--- config.mk ---
export PLATFORM = sky130hd
export DESIGN_NAME = alu_arbiter_flat
export DESIGN_NICKNAME = d
export VERILOG_FILES = /design/src/rtl/alu_arbiter_if.sv /design/src/rtl/alu_arbiter.sv /design/src/flat_wrapper.sv
export SDC_FILE = /design/constraint.sdc
export NUM_CORES = 1
export LEC_CHECK = 0
export CAP_MARGIN = 20
export CORE_MARGIN = 3
export CORE_UTILIZATION = 37
export CTS_BUF_LIST = sky130_fd_sc_hd__clkbuf_16
export DETAILED_ROUTE_END_ITERATION = 8
export GPL_TIMING_DRIVEN = 0
export PLACE_DENSITY_LB_ADDON = 0.1
export SLEW_MARGIN = 20
export SYNTH_ARGS = -nofsm -noshare
export SYNTH_HDL_FRONTEND = slang
export SYNTH_SLANG_ARGS = --single-unit
export TNS_END_PERCENT = 5
--- constraint.sdc ---
create_clock -name clk -period 1.7 [get_ports clk]
set_input_delay 0.255 -clock clk [delete_from_list [all_inputs] [get_ports clk]]
set_output_delay 0.255 -clock clk [all_outputs]
set_load 0.005 [all_outputs]
--- src/rtl/alu_arbiter_if.sv ---
// alu_arbiter_if: requester, ALU and response signals of the shared-ALU arbiter.
interface alu_arbiter_if;
  logic        req0_valid, req0_ready, req1_valid, req1_ready;
  logic [3:0]  req0_op, req1_op;
  logic [31:0] req0_a, req0_b, req1_a, req1_b;
  logic [3:0]  alu_control;
  logic [31:0] alu_a, alu_b, alu_result;
  logic        alu_zero;
  logic        rsp_valid, rsp_id, rsp_zero, rsp_err, busy;
  logic [31:0] rsp_result;
  modport master (
    output req0_valid, req0_op, req0_a, req0_b, req1_valid, req1_op, req1_a, req1_b,
           alu_result, alu_zero,
    input  req0_ready, req1_ready, alu_control, alu_a, alu_b,
           rsp_valid, rsp_id, rsp_result, rsp_zero, rsp_err, busy
  );
  modport slave (
    input  req0_valid, req0_op, req0_a, req0_b, req1_valid, req1_op, req1_a, req1_b,
           alu_result, alu_zero,
    output req0_ready, req1_ready, alu_control, alu_a, alu_b,
           rsp_valid, rsp_id, rsp_result, rsp_zero, rsp_err, busy
  );
endinterface

--- src/rtl/alu_arbiter.sv ---
// alu_arbiter: round-robin sharing of one ALU between two requesters, mul held MUL_CYCLES.
// Define ALU_ARB_FIXED_PRIO_EN to make requester 0 win every tie.
module alu_arbiter #(
  parameter int MUL_CYCLES = 3,
  parameter int MAX_OP = 9
) (
  input logic clk,
  input logic rst,
  alu_arbiter_if.slave bus
);
  typedef enum logic {IDLE, EXEC} state_t;
  localparam logic [3:0] MAX = 4'(MAX_OP);
  state_t state;
  logic pend_id, g0, g1, bad;
  logic [3:0] cnt, op;
`ifdef ALU_ARB_FIXED_PRIO_EN
  assign g0 = bus.req0_valid;
`else
  logic last_grant;
  assign g0 = bus.req0_valid & (~bus.req1_valid | last_grant);
`endif
  assign g1 = bus.req1_valid & ~g0;
  assign op = g1 ? bus.req1_op : bus.req0_op;
  assign bad = bus.alu_control > MAX;
  assign bus.req0_ready = (state == IDLE) & g0;
  assign bus.req1_ready = (state == IDLE) & g1;
  assign bus.busy = state == EXEC;
  always_ff @(posedge clk)
    if (rst) begin
      state <= IDLE;
      cnt <= '0;
      pend_id <= 1'b0;
`ifndef ALU_ARB_FIXED_PRIO_EN
      last_grant <= 1'b1;
`endif
      bus.alu_control <= '0;
      bus.alu_a <= '0;
      bus.alu_b <= '0;
      bus.rsp_valid <= 1'b0;
      bus.rsp_id <= 1'b0;
      bus.rsp_result <= '0;
      bus.rsp_zero <= 1'b0;
      bus.rsp_err <= 1'b0;
    end else begin
      bus.rsp_valid <= 1'b0;
      if (state == IDLE && (g0 | g1)) begin
        bus.alu_control <= op;
        bus.alu_a <= g1 ? bus.req1_a : bus.req0_a;
        bus.alu_b <= g1 ? bus.req1_b : bus.req0_b;
        cnt <= (op == 4'd2) ? 4'(MUL_CYCLES - 1) : 4'd0;
        pend_id <= g1;
`ifndef ALU_ARB_FIXED_PRIO_EN
        last_grant <= g1;
`endif
        state <= EXEC;
      end else if (state == EXEC) begin
        if (cnt == 4'd0) begin
          state <= IDLE;
          bus.rsp_valid <= 1'b1;
          bus.rsp_id <= pend_id;
          bus.rsp_result <= bad ? 32'd0 : bus.alu_result;
          bus.rsp_zero <= bad ? 1'b0 : bus.alu_zero;
          bus.rsp_err <= bad;
        end else
          cnt <= cnt - 4'd1;
      end
    end
endmodule

--- src/flat_wrapper.sv ---
// flat-port wrapper written by rule: the top's interface ports become plain ports
module alu_arbiter_flat 
#(
  parameter int MUL_CYCLES = 3,
  parameter int MAX_OP = 9
)
  (clk, rst, bus_req0_valid, bus_req0_op, bus_req0_a, bus_req0_b, bus_req1_valid, bus_req1_op, bus_req1_a, bus_req1_b, bus_alu_result, bus_alu_zero, bus_req0_ready, bus_req1_ready, bus_alu_control, bus_alu_a, bus_alu_b, bus_rsp_valid, bus_rsp_id, bus_rsp_result, bus_rsp_zero, bus_rsp_err, bus_busy);
  alu_arbiter_if bus_i ();
  input logic clk;
  input logic rst;
  input wire logic [$bits(bus_i.req0_valid)-1:0] bus_req0_valid;
  input wire logic [$bits(bus_i.req0_op)-1:0] bus_req0_op;
  input wire logic [$bits(bus_i.req0_a)-1:0] bus_req0_a;
  input wire logic [$bits(bus_i.req0_b)-1:0] bus_req0_b;
  input wire logic [$bits(bus_i.req1_valid)-1:0] bus_req1_valid;
  input wire logic [$bits(bus_i.req1_op)-1:0] bus_req1_op;
  input wire logic [$bits(bus_i.req1_a)-1:0] bus_req1_a;
  input wire logic [$bits(bus_i.req1_b)-1:0] bus_req1_b;
  input wire logic [$bits(bus_i.alu_result)-1:0] bus_alu_result;
  input wire logic [$bits(bus_i.alu_zero)-1:0] bus_alu_zero;
  output wire logic [$bits(bus_i.req0_ready)-1:0] bus_req0_ready;
  output wire logic [$bits(bus_i.req1_ready)-1:0] bus_req1_ready;
  output wire logic [$bits(bus_i.alu_control)-1:0] bus_alu_control;
  output wire logic [$bits(bus_i.alu_a)-1:0] bus_alu_a;
  output wire logic [$bits(bus_i.alu_b)-1:0] bus_alu_b;
  output wire logic [$bits(bus_i.rsp_valid)-1:0] bus_rsp_valid;
  output wire logic [$bits(bus_i.rsp_id)-1:0] bus_rsp_id;
  output wire logic [$bits(bus_i.rsp_result)-1:0] bus_rsp_result;
  output wire logic [$bits(bus_i.rsp_zero)-1:0] bus_rsp_zero;
  output wire logic [$bits(bus_i.rsp_err)-1:0] bus_rsp_err;
  output wire logic [$bits(bus_i.busy)-1:0] bus_busy;
  assign bus_i.req0_valid = bus_req0_valid;
  assign bus_i.req0_op = bus_req0_op;
  assign bus_i.req0_a = bus_req0_a;
  assign bus_i.req0_b = bus_req0_b;
  assign bus_i.req1_valid = bus_req1_valid;
  assign bus_i.req1_op = bus_req1_op;
  assign bus_i.req1_a = bus_req1_a;
  assign bus_i.req1_b = bus_req1_b;
  assign bus_i.alu_result = bus_alu_result;
  assign bus_i.alu_zero = bus_alu_zero;
  assign bus_req0_ready = bus_i.req0_ready;
  assign bus_req1_ready = bus_i.req1_ready;
  assign bus_alu_control = bus_i.alu_control;
  assign bus_alu_a = bus_i.alu_a;
  assign bus_alu_b = bus_i.alu_b;
  assign bus_rsp_valid = bus_i.rsp_valid;
  assign bus_rsp_id = bus_i.rsp_id;
  assign bus_rsp_result = bus_i.rsp_result;
  assign bus_rsp_zero = bus_i.rsp_zero;
  assign bus_rsp_err = bus_i.rsp_err;
  assign bus_busy = bus_i.busy;
  alu_arbiter #(.MUL_CYCLES(MUL_CYCLES), .MAX_OP(MAX_OP)) u_core (.clk(clk), .rst(rst), .bus(bus_i));
endmodule
# Word level (Yosys, flattened, before mapping)
# Cells that the tools add are included.
# Widths: inputs -> output; s select.
[op_classes] n_addsub=1 magnitude_cmp=1 eq_ne=2 muxes=13 bitwise=10 n_reduce_logical=6
[ops] cell="$mux 32" n=3
[ops] cell="$mux 4" n=4
[ops] cell="$mux 1" n=5
[ops] cell="$and 1x1->1" n=4
[ops] cell="$eq 4x2->1 const B" n=1
[ops] cell="$gt 4x4->1 const B" n=1
[ops] cell="$logic_not 4->1" n=1
[ops] cell="$not 1->1" n=4
[ops] cell="$sub 4x1->4 const B" n=1
[ops] cell="$reduce_and 3->1" n=1
[ops] cell="$reduce_or 3->1" n=1
[ops] cell="$mux 2" n=1
[ops] cell="$ne 2x1->1 const B" n=1
[ops] cell="$or 1x1->1" n=2
[ops] cell="$reduce_and 2->1" n=1
[ops] cell="$reduce_bool 2->1" n=1
[ops] cell="$logic_and 1x1->1" n=1
[word_totals] ff_bits=111 input_bits=173 output_inout_bits=107 elab_cells=45

# Depth between registers and ports, before layout
# Gate-level depths: netlist of run 1.
[logic_depth] ltp_word=9 mapped_depth=8 depth_no_buf=6

# Worst setup path before layout of run 1
# No wires, ideal clock.
[synth_path] path_kind="flip-flop to flip-flop" start="register u_core.cnt[0]" end="register u_core.bus.rsp_result[10] in the netlist's numbering" setup_time_ps=65 arrival_time_ps=1347 required_ps=1635 slack_ps=288 stages_incl_launch_ff=9 path_buffers=2 period_less_slack_ps=1412 path_cell_list="dfxtp_1 -> inv_1 -> ha_1 -> nand4bb_1 -> buf_2 -> nor2_2 -> buf_2 -> a22oi_1 -> nor2_1"
[synth_between] elab_chain_cells=2
[synth_lines] element="start, declared" line="alu_arbiter.sv:15" source="logic [3:0] cnt, op;"
[synth_lines] element="start signal, assigned" line="alu_arbiter.sv:50" source="cnt <= (op == 4'd2) ? 4'(MUL_CYCLES - 1) : 4'd0;"
[synth_lines] element="start signal, assigned" line="alu_arbiter.sv:65" source="cnt <= cnt - 4'd1;"
[synth_lines] element="$logic_not 4->1" line="alu_arbiter.sv:57" source="if (cnt == 4'd0) begin"
[synth_lines] element="$reduce_and 3->1 (no source line)"
[synth_lines] element="end signal, assigned" line="alu_arbiter.sv:61" source="bus.rsp_result <= bad ? 32'd0 : bus.alu_result;"
[synth_lines] element="end, declared" line="alu_arbiter_if.sv:21" source="rsp_valid, rsp_id, rsp_result, rsp_zero, rsp_err, busy"
# Every way passes these cells.
# A chain may end at the register's enable or synchronous reset.

# Worst setup path after layout of run 1
[layout_path] start="register u_core.cnt[0]" end="register u_core.bus.rsp_result[16] in the netlist's numbering"
# Same word-level chain as after synthesis.

==> impl_metrics.csv, run 1 <==
group,metric,value,unit
synthesis,ys_warn_count,0,
status,outcome,"completed",
detailed_routing,drc_errors,0,
synthesis,synth_cells,546,
pwr,total_leakage_power,3.02,nW
sta,final_max_slew_viol_count,0,
synthesis,synth_edf_count,0,
floorplan,die_area,0.0136,mm^2
placed_design,hpwl,12900,um
sta,max_freq,628,MHz
placed_design,portBuffers,278,
clock_network,cts_tree,"done",
worst_setup_path,critPathRequiredTime,1.91,ns
worst_hold_path,hp-start,"rst",
worst_setup_path,arrival,1.80,ns
worst_setup_path,r2r_slack,0.11,ns
clock_network,cts-buffers-inserted,9,
final_layout,layout.cells.non_filler,982,
synthesis,yosysMostFrequentCell,"nand2_1",
worst_setup_path,r2r_end,"u_core.bus.rsp_result[16]",
global_routing,grt_max_degree,17,
floorplan,io_pins,280,
global_routing,antenna_found_initial,0,
detailed_routing,avgRoutedWirePerCell,16.7,um
detailed_routing,viasPerCell,5.21,
pwr,cellPowerDensity,949,mW/mm^2
clock_network,postCtsSetupBuffers,0,
sta,tns,0,ns
placed_design,dpl_cell_area,0.00750,mm^2
run,maxCapViolCount,0,
synthesis,ys_dominant_reg_cell,"dfxtp_1",
sta,fin_crit,1.59,ns
sta,fin_worst_skew,0.00709,ns
floorplan,die_x,117,um
synthesis,netlist_area,0.00454,mm^2
worst_hold_path,min_to,"u_core.bus.alu_b[25]",
synthesis,yosysTopAreaCell,"dfxtp_1",
sta,hold_viol,0,
synthesis,synth_fp_nets,720,
worst_setup_path,cp-end-kind,"flop",
placed_design,placedCellCount,967,
worst_setup_path,rr_worst_depth,8,
detailed_routing,first_pass_iters,5,
worst_setup_path,critPathMaxFanout,10,
final_layout,area_delta_synth_final,71.7,%
worst_setup_path,crit-reg2reg-launch,"u_core.cnt[0]",
worst_setup_path,cp-start-kind,"flop",
final_layout,fin_area,0.00779,mm^2
final_layout,fin_nets,1009,
sta,slew_headroom,0.563,
sta,holdWs,0.412,ns
synthesis,async_flop_share,0,
floorplan,start_util,0.387,
global_routing,grt-ovfl-total,0,
clock_network,clk_pin_slew,0.07,ns
pwr,finalPower,0.00739,W
clock_network,clock_latency,0.34,ns
global_routing,grt_use_total,0.234,
clock_network,cts-root-buf,"clkbuf_16",
sta,grt_setup_unrepaired,"no",
synthesis,syn_area_per_cell,8.31,um^2
synthesis,synthTopCellsByCount,"nand2_1, dfxtp_1, nor2_1",
final_layout,seqCellArea,0.00222,mm^2
floorplan,num_rows,39,
detailed_routing,drt_iter0_drc,246,
sta,finalSetupViolCount,0,
detailed_routing,ant_nets,0,
synthesis,seq_area_frac_synth,0.490,
placed_design,gp_congestion,0.842,
clock_network,h-tree-depth,3,
final_layout,multi_input_area,0.00208,mm^2
detailed_routing,dr_total_vias,5118,
clock_network,cts_sinks,111,
sta,tightestPinTransition,0.656,ns
floorplan,core-area,0.0117,mm^2
pwr,ir_drop,0.460,mV
floorplan,fp.dieH,117,um
global_routing,grt_pass1_wl,25200,um
synthesis,synth_top_area_frac,0.490,
synthesis,synth_cell_types,36,
synthesis,yosys-top-cells-area,"dfxtp_1, nand2_1, a311oi_1, nor2_1, a22oi_1",
global_routing,grt_pass1_vias,5026,
final_layout,n_antenna_cell,0,
worst_setup_path,crit_type,"flop to flop",
final_layout,layout-drive-gt1-share,0.0715,
detailed_routing,wl,16400,um
clock_network,cts_buffer_depth,2,
synthesis,synth_seq_cells,111,
sta,finalCritPeriodShare,0.937,
final_layout,nFillCells,1028,
worst_hold_path,hold_path_depth,2,
worst_hold_path,worstHoldPathType,"input pin to flop",
-- per-stage QoR --
step	worst slack [ns]	utilization
5_1_grt	0.00130	0.665
4_1_cts	0.00328	0.663
2_1_floorplan	0.288	-
6_report	0.108	0.665
3_3_place_gp	-0.444	0.640
3_5_place_dp	-0.470	0.640
-- how the worst max path moves through the flow --
stage                                 start                        end  slack [ns]  cells past startpoint
final                         u_core.cnt[0]  u_core.bus.rsp_result[16]        0.11                      8
after global routing      u_core.last_grant       u_core.bus.alu_a[16]       0.001                      5
after CTS                     u_core.cnt[0]  u_core.bus.rsp_result[16]       0.003                      7
after detailed placement     bus_req0_valid             bus_req1_ready       -0.47                      6
after global placement       bus_req0_valid             bus_req1_ready       -0.44                      6
after floorplan               u_core.cnt[0]  u_core.bus.rsp_result[10]        0.29                      8
-- cell families (layout without fill, tap and decap cells) --
group | Yosys count | count (layout) | share of synthesized area
DFF | 111 | 111 | 0.490
AOI/OAI and AO/OA | 114 | 114 | 0.218
and+or+nand+nor | 266 | 266 | 0.230
adders and majority gates | 1 | 1 | 0.00276
xor gates and xnor gates | 2 | 2 | 0.00386
buffers and inverters | 52 | 345 | 0.0552
-- critical path, stage by stage (launching register included) --
cell and delay, ns:
dfxtp_1 0.37, inv_1 0.06, ha_1 0.23, nand4bb_1 0.12
buf_4 0.19, nor2_4 0.07, clkbuf_4 0.19, a22oi_1 0.17
nor2_1 0.06
-- report_power, final --
part	total [W]	switching [W]	internal [W]
Sequential	0.00314	0.000192	0.00295
Clock	0.00188	0.000913	0.000969
Combinational	0.00237	0.00103	0.00134
Total	0.00739	0.00213	0.00526
-- sequential cells by signal, summed over array words and instances, names as in the netlist, 4 cells and up --
register                flops
u_core.bus.alu_b           32
u_core.bus.alu_a           32
u_core.bus.alu_control      4
u_core.bus.rsp_result      32
u_core.cnt                  4
-- cell type report --
cell class / count / area share
timing repair buffer: 278 / 0.356
sequential: 111 / 0.285
multi-input combinational: 383 / 0.267
buffer: 49 / 0.0347
clock buffer: 9 / 0.0289
tap: 143 / 0.0230
clock inverter: 6 / 0.00386
inverter: 3 / 0.00145
-- what timing repair did --
item	in CTS	in global routing
resized for setup	11	17
hold endpoints to repair	0	0
setup endpoints to repair	8	67
pin swaps	0	1
hold buffers	0	0
-- routing by layer --
metal  global-route usage  vias to the layer above  wire (um)
met3               0.0648                       33       1410
met5                    0                        -          0
li1                     -                     2484          -
met2                0.411                      219       8240
met1                0.265                     2382       6300
met4                0.100                        0        484
-- placed cells by master (no fill, tap or decap), types with 5 or more instances in the layout --
master	instances
clkbuf_1	17
a311oi_2	8
nor3_1	5
clkdlybuf4s50_1	274
a22oi_1	33
buf_2	17
dfxtp_1	110
clkbuf_16	9
nor2_1	109
nand2_1	140
clkbuf_4	7
a311oi_1	59
Note: power is estimated with default switching activity, not from simulation.
==> inputs of run 2 (changes only) <==
--- a/config.mk
+++ b/config.mk
@@ -7,8 +7,8 @@
 export LEC_CHECK = 0
 export CAP_MARGIN = 20
 export CORE_MARGIN = 3
-export CORE_UTILIZATION = 37
-export CTS_BUF_LIST = sky130_fd_sc_hd__clkbuf_16
+export CORE_UTILIZATION = 38
+export CTS_BUF_LIST = sky130_fd_sc_hd__clkbuf_4 sky130_fd_sc_hd__clkbuf_8
 export DETAILED_ROUTE_END_ITERATION = 8
 export GPL_TIMING_DRIVEN = 0
 export PLACE_DENSITY_LB_ADDON = 0.1
==> constraint.sdc (replaced) <==
create_clock -name clk -period 1.7 [get_ports clk]
set_input_delay 0.255 -clock clk [delete_from_list [all_inputs] [get_ports clk]]
set_output_delay 0.255 -clock clk [all_outputs]
set_load 0.02 [all_outputs]
==> run 2 against run 1 <==
Against the previous run:
- register-to-register slack hardly changed
- count of clock-buffer cells in the layout is 5 higher
- wire length is 0.62% higher
- hold slack worse by 0.036 ns
- clock power is 15% lower
- sequential share of layout area is 0.15 points higher
- sequential power hardly changed
- critical path depth is 7 lower
- highest routed layer unchanged
==> impl_metrics.csv, run 2 (synthesized netlist as in run 1, its figures left out) <==
group,metric,value,unit
placed_design,placedCellCount,967,
global_routing,grt_use_total,0.242,
detailed_routing,dr_total_vias,5093,
status,outcome,"completed",
clock_network,cts_buffer_depth,2,
final_layout,nFillCells,1001,
pwr,comb_power_share,0.368,
pwr,p_sw_frac,0.325,
worst_setup_path,critPathMaxFanout,2,
sta,slew_headroom,0.531,
clock_network,cts_tree,"done",
final_layout,layout.cells.non_filler,984,
floorplan,start_util,0.392,
detailed_routing,avgRoutedWirePerCell,16.8,um
worst_setup_path,r2r_slack,0.11,ns
worst_setup_path,slowest_delay,0.62,ns
sta,fin_crit,1.64,ns
sta,fin_worst_skew,0.00677,ns
detailed_routing,first_pass_iters,4,
pwr,cellPowerDensity,968,mW/mm^2
floorplan,die_x,115,um
placed_design,place_ws,-0.555,ns
pwr,p_clk_frac,0.214,
sta,tightestPinTransition,0.703,ns
worst_setup_path,cp-end-kind,"output port",
placed_design,gp_congestion,0.783,
final_layout,finalCoreUtilization,0.670,
worst_hold_path,hp-start,"rst",
pwr,seqPwrFrac,0.418,
sta,finalSetupViolCount,0,
detailed_routing,viasPerCell,5.18,
sta,hold_viol,0,
worst_hold_path,hold_path_depth,2,
final_layout,final_common_cell,"clkdlybuf4s50_1",
floorplan,num_rows,39,
floorplan,core-area,0.0116,mm^2
worst_setup_path,arrival,1.39,ns
worst_setup_path,crit_path_top_delay_cell,"clkdlybuf4s50_1",
final_layout,final_cell_mix,"clkdlybuf4s50_1, nand2_1, dfxtp_1",
clock_network,clock_latency,0.37,ns
detailed_routing,ant_nets,0,
placed_design,dpl_cell_area,0.00750,mm^2
placed_design,portBuffers,278,
final_layout,layout-drive-gt1-share,0.0786,
worst_setup_path,rr_worst_depth,6,
floorplan,io_pins,280,
worst_setup_path,cpLargestDelayFamily,"buffers and inverters",
sta,finalCritPeriodShare,0.966,
global_routing,antenna_found_initial,1,
pwr,p_sw,0.00244,W
global_routing,grt_max_degree,16,
run,maxCapViolCount,0,
clock_network,cts-buffers-inserted,9,
final_layout,area_delta_synth_final,70.8,%
final_layout,fin_nets,1010,
sta,grt_setup_unrepaired,"yes",
floorplan,fp.dieH,115,um
worst_hold_path,worstHoldPathType,"input pin to flop",
floorplan,die_area,0.0133,mm^2
sta,max_freq,609,MHz
global_routing,grt-ovfl-total,0,
clock_network,clk_pin_slew,0.10,ns
sta,fin_ws,0.0576,ns
detailed_routing,wl,16500,um
final_layout,largestRegisters,"u_core.bus.alu_a: 32 flops, u_core.bus.alu_b: 32 flops, u_core.bus.rsp_result: 32 flops",
final_layout,fin_area,0.00775,mm^2
clock_network,h-tree-depth,3,
global_routing,grt_pass1_vias,5010,
sta,final_max_slew_viol_count,0,
pwr,total_leakage_power,3.06,nW
placed_design,hpwl,12900,um
worst_hold_path,min_to,"u_core.bus.alu_b[18]",
worst_setup_path,cp-start-kind,"flop",
worst_setup_path,crit_buf_inv,1,
pwr,p_int,0.00506,W
global_routing,grt_pass1_wl,25300,um
clock_network,cts_hold_buffers,0,
clock_network,cts-root-buf,"clkbuf_8",
worst_setup_path,critPathRequiredTime,1.44,ns
detailed_routing,drc_errors,0,
worst_setup_path,r2r_end,"u_core.bus.alu_b[3]",
worst_setup_path,crit-reg2reg-launch,"u_core.bus.busy",
pwr,ir_drop,0.454,mV
clock_network,cts_sinks,111,
worst_setup_path,crit_chain,"clkdlybuf4s50_1",
worst_setup_path,crit_type,"flop to output port",
detailed_routing,drt_iter0_drc,237,
## run 2: metrics by stage
step | hold WS (ns) | power [W] | TNS, ns
finish | 0.376 | 0.00750 | 0
global route | 0.397 | 0.00795 | -0.299
CTS | 0.343 | 0.00753 | 0
detailed placement | 0.457 | 0.00592 | -18.85
global placement | 0.453 | 0.00585 | -14.71
floorplan | 0.403 | 0.00455 | 0
## run 2: metal layers
layer / global-route usage / wire length, um / vias to the layer above
met4: 0.108 / 494 / 0
li1: - / - / 2485
met2: 0.404 / 8050 / 214
met1: 0.279 / 6430 / 2363
met5: 0 / 0 / -
met3: 0.0853 / 1560 / 31
## run 2: cell type report
type                       count  area [um^2]  share of cell area
multi-input combinational    383         2070               0.268
clock buffer                  14          161              0.0208
antenna                        1         2.50            0.000323
buffer                        49          277              0.0357
clock inverter                 1         30.0             0.00388
inverter                       3         11.3             0.00145
timing repair buffer         279         2790               0.360
tap                          143          179              0.0231
sequential                   111         2220               0.287
## run 2: timing repair
item	CTS	global route
buffers inserted	0	1
setup endpoints to repair	33	68
pin swaps	1	1
gates resized for setup	14	23
## run 2: worst reg2reg max path, delay by kind of cell, from the launching register on
family | cells | cell delay (ns)
AND/OR/NAND/NOR | 2 | 0.24
buffers and inverters | 3 | 0.67
flip-flops | 1 | 0.34
AO/OA/AOI/OAI | 1 | 0.26
## run 2: how the worst max path moves through the flow
stage                                           end  slack, ns                start  cells after the start
after floorplan           u_core.bus.rsp_result[10]       0.28        u_core.cnt[0]                      8
after global placement               bus_req1_ready      -0.55       bus_req0_valid                      6
after detailed placement             bus_req1_ready      -0.55       bus_req0_valid                      6
after CTS                            bus_req1_ready      0.007    u_core.last_grant                      5
after global routing      u_core.bus.alu_control[2]      -0.03      u_core.bus.busy                      6
final                                  bus_alu_a[0]       0.06  u_core.bus.alu_a[0]                      1
## run 2: power groups by stage
stage               Clock, W  Sequential, W  Combinational, W
floorplan                  0        0.00357          0.000978
detailed placement         0        0.00319           0.00273
finish               0.00160        0.00313           0.00276
global placement           0        0.00317           0.00268
CTS                  0.00165        0.00313           0.00274
global route         0.00178        0.00317           0.00299
